$ cat config.mk
export PLATFORM = sky130hd
export DESIGN_NAME = vga_timing_gen
export DESIGN_NICKNAME = d
export VERILOG_FILES = /design/src/rtl/vga_timing_gen.sv
export SDC_FILE = /design/constraint.sdc
export NUM_CORES = 1
export LEC_CHECK = 0
export CORE_ASPECT_RATIO = 0.75
export CORE_UTILIZATION = 36
export CTS_CLUSTER_SIZE = 12
export DETAILED_ROUTE_END_ITERATION = 7
export PLACE_DENSITY = 0.57
export SLEW_MARGIN = 5
export SYNTH_ARGS = -nofsm -noshare
export SYNTH_HDL_FRONTEND = slang
export SYNTH_SLANG_ARGS = --single-unit
$ cat constraint.sdc
create_clock -name sys_clk -period 12.25 [get_ports sys_clk]
set_clock_uncertainty 0.15 [all_clocks]
set_input_delay 2.45 -clock sys_clk [delete_from_list [all_inputs] [get_ports sys_clk]]
set_output_delay 2.45 -clock sys_clk [all_outputs]
set_load 0.1 [all_outputs]
$ cat src/rtl/vga_timing_gen.sv
// vga_timing_gen: 640x480@60 pixel timing (x/y, DE, syncs) from sys_clk plus a one-pixel-ahead
// QVGA frame-buffer read address. Optional colour-bar outputs r_tp/g_tp/b_tp under TEST_PATTERN_EN.
module vga_timing_gen #(
  parameter int CLK_DIV  = 4,
  parameter int H_VIS    = 640,
  parameter int H_FP     = 16,
  parameter int H_SW     = 96,
  parameter int H_BP     = 48,
  parameter int V_VIS    = 480,
  parameter int V_FP     = 10,
  parameter int V_SW     = 2,
  parameter int V_BP     = 33,
  parameter int SYNC_ACT = 0
) (
  input  logic        sys_clk,
  input  logic        reset,
  output logic        pclk_en,
  output logic [9:0]  x_pixel,
  output logic [9:0]  y_pixel,
  output logic        DE,
  output logic        h_sync,
  output logic        v_sync,
  output logic [16:0] rd_addr,
  output logic        frame_done
`ifdef TEST_PATTERN_EN
  ,
  output logic [3:0]  r_tp,
  output logic [3:0]  g_tp,
  output logic [3:0]  b_tp
`endif
);

  localparam int H_TOTAL = H_VIS + H_FP + H_SW + H_BP;
  localparam int V_TOTAL = V_VIS + V_FP + V_SW + V_BP;
  localparam int DIV_W   = (CLK_DIV > 1) ? $clog2(CLK_DIV) : 1;

  localparam logic [DIV_W-1:0] DIV_LAST = DIV_W'(CLK_DIV - 1);
  localparam logic [9:0] X_LAST  = 10'(H_TOTAL - 1);
  localparam logic [9:0] Y_LAST  = 10'(V_TOTAL - 1);
  localparam logic [9:0] H_VIS_W = 10'(H_VIS);
  localparam logic [9:0] V_VIS_W = 10'(V_VIS);
  localparam logic [9:0] HS_BEG  = 10'(H_VIS + H_FP);
  localparam logic [9:0] HS_END  = 10'(H_VIS + H_FP + H_SW - 1);
  localparam logic [9:0] VS_BEG  = 10'(V_VIS + V_FP);
  localparam logic [9:0] VS_END  = 10'(V_VIS + V_FP + V_SW - 1);
  localparam logic       SYNC_ON = 1'(SYNC_ACT);

  logic [DIV_W-1:0] div_cnt;
  logic             div_last;
  logic [9:0]       nx, ny, nnx, nny;
  logic             de_next, hs_next, vs_next;
  logic [16:0]      half_y, addr_next;

  // (nx,ny) is the pixel shown after the next strobe; (nnx,nny) is the one after that,
  // whose address must already be on rd_addr to absorb the buffer's one-pixel read latency.
  always_comb begin
    div_last = (div_cnt == DIV_LAST);

    nx = (x_pixel == X_LAST) ? 10'd0 : x_pixel + 10'd1;
    ny = y_pixel;
    if (x_pixel == X_LAST) ny = (y_pixel == Y_LAST) ? 10'd0 : y_pixel + 10'd1;

    nnx = (nx == X_LAST) ? 10'd0 : nx + 10'd1;
    nny = ny;
    if (nx == X_LAST) nny = (ny == Y_LAST) ? 10'd0 : ny + 10'd1;

    de_next = (nx < H_VIS_W) && (ny < V_VIS_W);
    hs_next = (nx >= HS_BEG && nx <= HS_END) ? SYNC_ON : ~SYNC_ON;
    vs_next = (ny >= VS_BEG && ny <= VS_END) ? SYNC_ON : ~SYNC_ON;

    // QVGA row stride of 320 = 256 + 64
    half_y    = 17'(nny[9:1]);
    addr_next = 17'd0;
    if (nnx < H_VIS_W && nny < V_VIS_W)
      addr_next = (half_y << 8) + (half_y << 6) + 17'(nnx[9:1]);
  end

  // pclk_en is a strobe: every other output only moves on a sys_clk edge where it is high.
  always_ff @(posedge sys_clk or posedge reset) begin
    if (reset) begin
      div_cnt    <= '0;
      pclk_en    <= 1'b0;
      x_pixel    <= 10'd0;
      y_pixel    <= 10'd0;
      DE         <= 1'b0;
      h_sync     <= ~SYNC_ON;
      v_sync     <= ~SYNC_ON;
      rd_addr    <= 17'd0;
      frame_done <= 1'b0;
    end else begin
      div_cnt    <= div_last ? '0 : div_cnt + DIV_W'(1);
      pclk_en    <= div_last;
      frame_done <= div_last && (x_pixel == X_LAST) && (y_pixel == Y_LAST);
      if (pclk_en) begin
        x_pixel <= nx;
        y_pixel <= ny;
        DE      <= de_next;
        h_sync  <= hs_next;
        v_sync  <= vs_next;
        rd_addr <= addr_next;
      end
    end
  end

`ifdef TEST_PATTERN_EN
  localparam int BAR_W = H_VIS / 8;

  logic [2:0] bar_idx;
  logic [3:0] r_next, g_next, b_next;

  // Bar colour bits fall straight out of the bar index: r=~idx[1], g=~idx[2], b=~idx[0].
  always_comb begin
    bar_idx = 3'd0;
    for (int i = 1; i < 8; i++)
      if (nx >= 10'(i * BAR_W)) bar_idx = 3'(i);
    r_next = (de_next && !bar_idx[1]) ? 4'hF : 4'h0;
    g_next = (de_next && !bar_idx[2]) ? 4'hF : 4'h0;
    b_next = (de_next && !bar_idx[0]) ? 4'hF : 4'h0;
  end

  always_ff @(posedge sys_clk or posedge reset) begin
    if (reset) begin
      r_tp <= 4'h0;
      g_tp <= 4'h0;
      b_tp <= 4'h0;
    end else if (pclk_en) begin
      r_tp <= r_next;
      g_tp <= g_next;
      b_tp <= b_next;
    end
  end
`endif

endmodule

==> reports/results.ini <==
[critical_path]
r2r_start=x_pixel[0]$_DFFE_PP0P_
rr_endpoint=rd_addr[16]$_DFFE_PP0P_
r2r_cells=20
cp-startpoint=x_pixel[0]$_DFFE_PP0P_
startpoint_type=register
end_kind=register
critPathMaxFanout=20
worst-setup-path-type=reg -> reg
required_ns=12.24
r2r_setup_slack_ns=5.79
worstPathArrival_ns=6.45

[global_route]
grt_overflow=0
antenna_found_initial=0
grt_pass1_vias=3167
grt_pass1_wl_um=16500
grt_max_degree=52
track_usage_pct=18.6

[job]
cap_viol_max_count=0

[power_and_ir_drop]
ir_worst_vdd_uv=41.5
p_per_area_nw_per_um2=63.6
fin_total_pwr_mw=0.283
power.leakage_nw=1.79

[clocking]
htreeDepth=2
cts_tree=done
cts_made_buffers=5
cts.clk_slew.worst_paths_ns=0.06
post_cts_resized=0
clk_latency_ns=0.29
cts_setup_buffers=0
ctsHoldBuffers=0
cts_root_buffer=clkbuf_16
clock_sinks=44
clock_path_buffers=2

[final_layout]
fin_area_um2=4450
layout-drive-gt1-share_pct=7.73
mostFrequentLayoutCell=clkdlybuf4s50_1
syn2layout_area_growth_pct=15.3
diodes=0
most-common-layout-cells=clkdlybuf4s50_1 (43), dfrtp_1 (41), inv_1 (41), nand2_1 (31), nor2_1 (29)
fin_nets=493

[logic_synthesis]
synth-simple-area-share_pct=20.3
yosys-top-cells-area=dfrtp_1 (27%), ha_1 (7.8%), xnor2_1 (5.9%)
synthMuxAreaShare_pct=1.65
ys_ff_latch=44
synth_top_family_by_area=compound AO/OA/AOI/OAI gates
synth-seq-area-share_pct=28.6
avgSynthCellArea_um2=8.57
synth_compound_area_share_pct=21.2
synth_top_area_share_pct=27.2
syn_nets=478
ys.flop_type=dfrtp_1
synth.distinct_cells=64
synth-xor-area-share_pct=10.6
async_flop_share_pct=100
synth_fa_ha_area_share_pct=8.82
syn-cell-area_um2=3860
syn_inst=450
synth.largest_area_cell=dfrtp_1
synth_edf_count=0
yosys_warnings=0

[min_path]
hp-class=reg -> reg
min_path_cells=1
hp-start=div_cnt[0]$_DFF_PP0_
worstHoldEndpoint=div_cnt[0]$_DFF_PP0_

[floorplan]
die_x_um=122
rows=32
initial_core_util_pct=37.2
die_h_um=91.6
coreArea_um2=10400
num_io_pins=44
dieArea_um2=11100

[timing]
setup_viol=0
slew_headroom_pct=33.1
tightest_slew_ns=1.00
hold_viol=0
tns_ns=0
period_minus_slack_ns=6.46
period_share_pct=52.7
holdWs_ns=0.284
rsz0062_at_grt=no
clock.fmax_ghz=0.155
setup_slack_ns=5.79
slew_violations=0

[outcome]
status=finished clean

[placed_design]
hpwlAfterDp_um=7080
io_buffer_count=43
dpl_cell_area_um2=4310
place_congestion=0.875
dp_slack_ns=5.87

[route]
final_antenna_net_count=0
drcViolationCount=0
drt-pass1-iter-count=4
drt_iter0_drc=189
routedWlPerCell_um=16.5
num_vias=3352
wirelength_um=9910
viasPerCell=5.57

worst max path at each step:
stage	end	slack, ns	depth (start not counted)
global route	rd_addr[16]$_DFFE_PP0P_	5.35	20
finish	rd_addr[16]$_DFFE_PP0P_	5.79	20
global placement	rd_addr[16]$_DFFE_PP0P_	6.00	20
floorplan	rd_addr[16]$_DFFE_PP0P_	6.51	22
CTS	rd_addr[16]$_DFFE_PP0P_	5.87	20
detailed placement	rd_addr[16]$_DFFE_PP0P_	5.87	20
cell usage after synthesis, types with 6 or more instances:
master,count
o32ai_1,10
nor2_1,29
buf_2,11
o21ai_0,17
inv_1,42
nor3_1,14
o41ai_1,6
nand4_1,7
nand2_1,31
nor4_1,10
nand3_1,12
and3_1,7
clkbuf_1,24
xor2_1,19
dfrtp_1,42
o32ai_2,10
ha_1,24
xnor2_1,26
a21o_1,6
a21oi_1,19
power by group:
group          switching [mW]  internal, mW  leakage [nW]  total [mW]
clock network          0.0590        0.0754        0.0669       0.134
logic                 0.00292      0.000303          1.15     0.00322
registers                   0         0.145         0.576       0.145
total                  0.0620         0.221          1.79       0.283
layer usage:
layer | vias up | routed length, um | global-route usage (%)
met5 | - | 0 | 0
met4 | 0 | 63 | 3.19
met3 | 7 | 428 | 3.73
met2 | 80 | 4480 | 29.8
met1 | 1606 | 4940 | 26.1
li1 | 1659 | - | -
worst max-delay path, cell delays in order, from the launching register on:
cell and delay, ns:
dfrtp_1 0.46, ha_1 0.44, nand4_1 0.57, or3_1 0.82, or4_1 0.61, and2_1 0.24, nor3b_1 0.16, and4b_1 0.28
nor2b_1 0.17, inv_1 0.08, fa_1 0.59, inv_1 0.06, ha_1 0.29, a21o_1 0.17, a21oi_1 0.23, o21bai_1 0.10
a21oi_1 0.22, o21ai_0 0.18, a21o_1 0.21, a21oi_1 0.17, o32ai_2 0.09
metrics by stage:
stage               instances  utilization, %
floorplan                 450               -
detailed placement        594            41.5
CTS                       602            42.9
global placement          594            41.5
global route              602            42.9
finish                    602            42.9
sequential cells by signal (all words and copies together) (netlist names):
signal	cells
pclk_en	1
y_pixel	10
div_cnt	2
h_sync	1
DE	1
frame_done	1
v_sync	1
rd_addr	17
x_pixel	10
layout make-up:
cell class / instances / area (um2)
clock buffers: 6 / 129
repair buffers: 46 / 453
well taps: 136 / 170
multi-input cells: 325 / 2420
clock inverters: 2 / 12.5
inverters: 43 / 161
fillers: 1012 / 5920
flip-flops and latches: 44 / 1100
kinds of logic after synthesis:
kind of cell	count (synthesis)
flip-flops	44
AND/OR/NAND/NOR	146
multiplexers	6
adder cells (fa/ha/maj)	26
buffers and inverters	81
XOR/XNOR	46
AO/OA/AOI/OAI	101
Note: power is estimated with default switching activity, not from simulation.
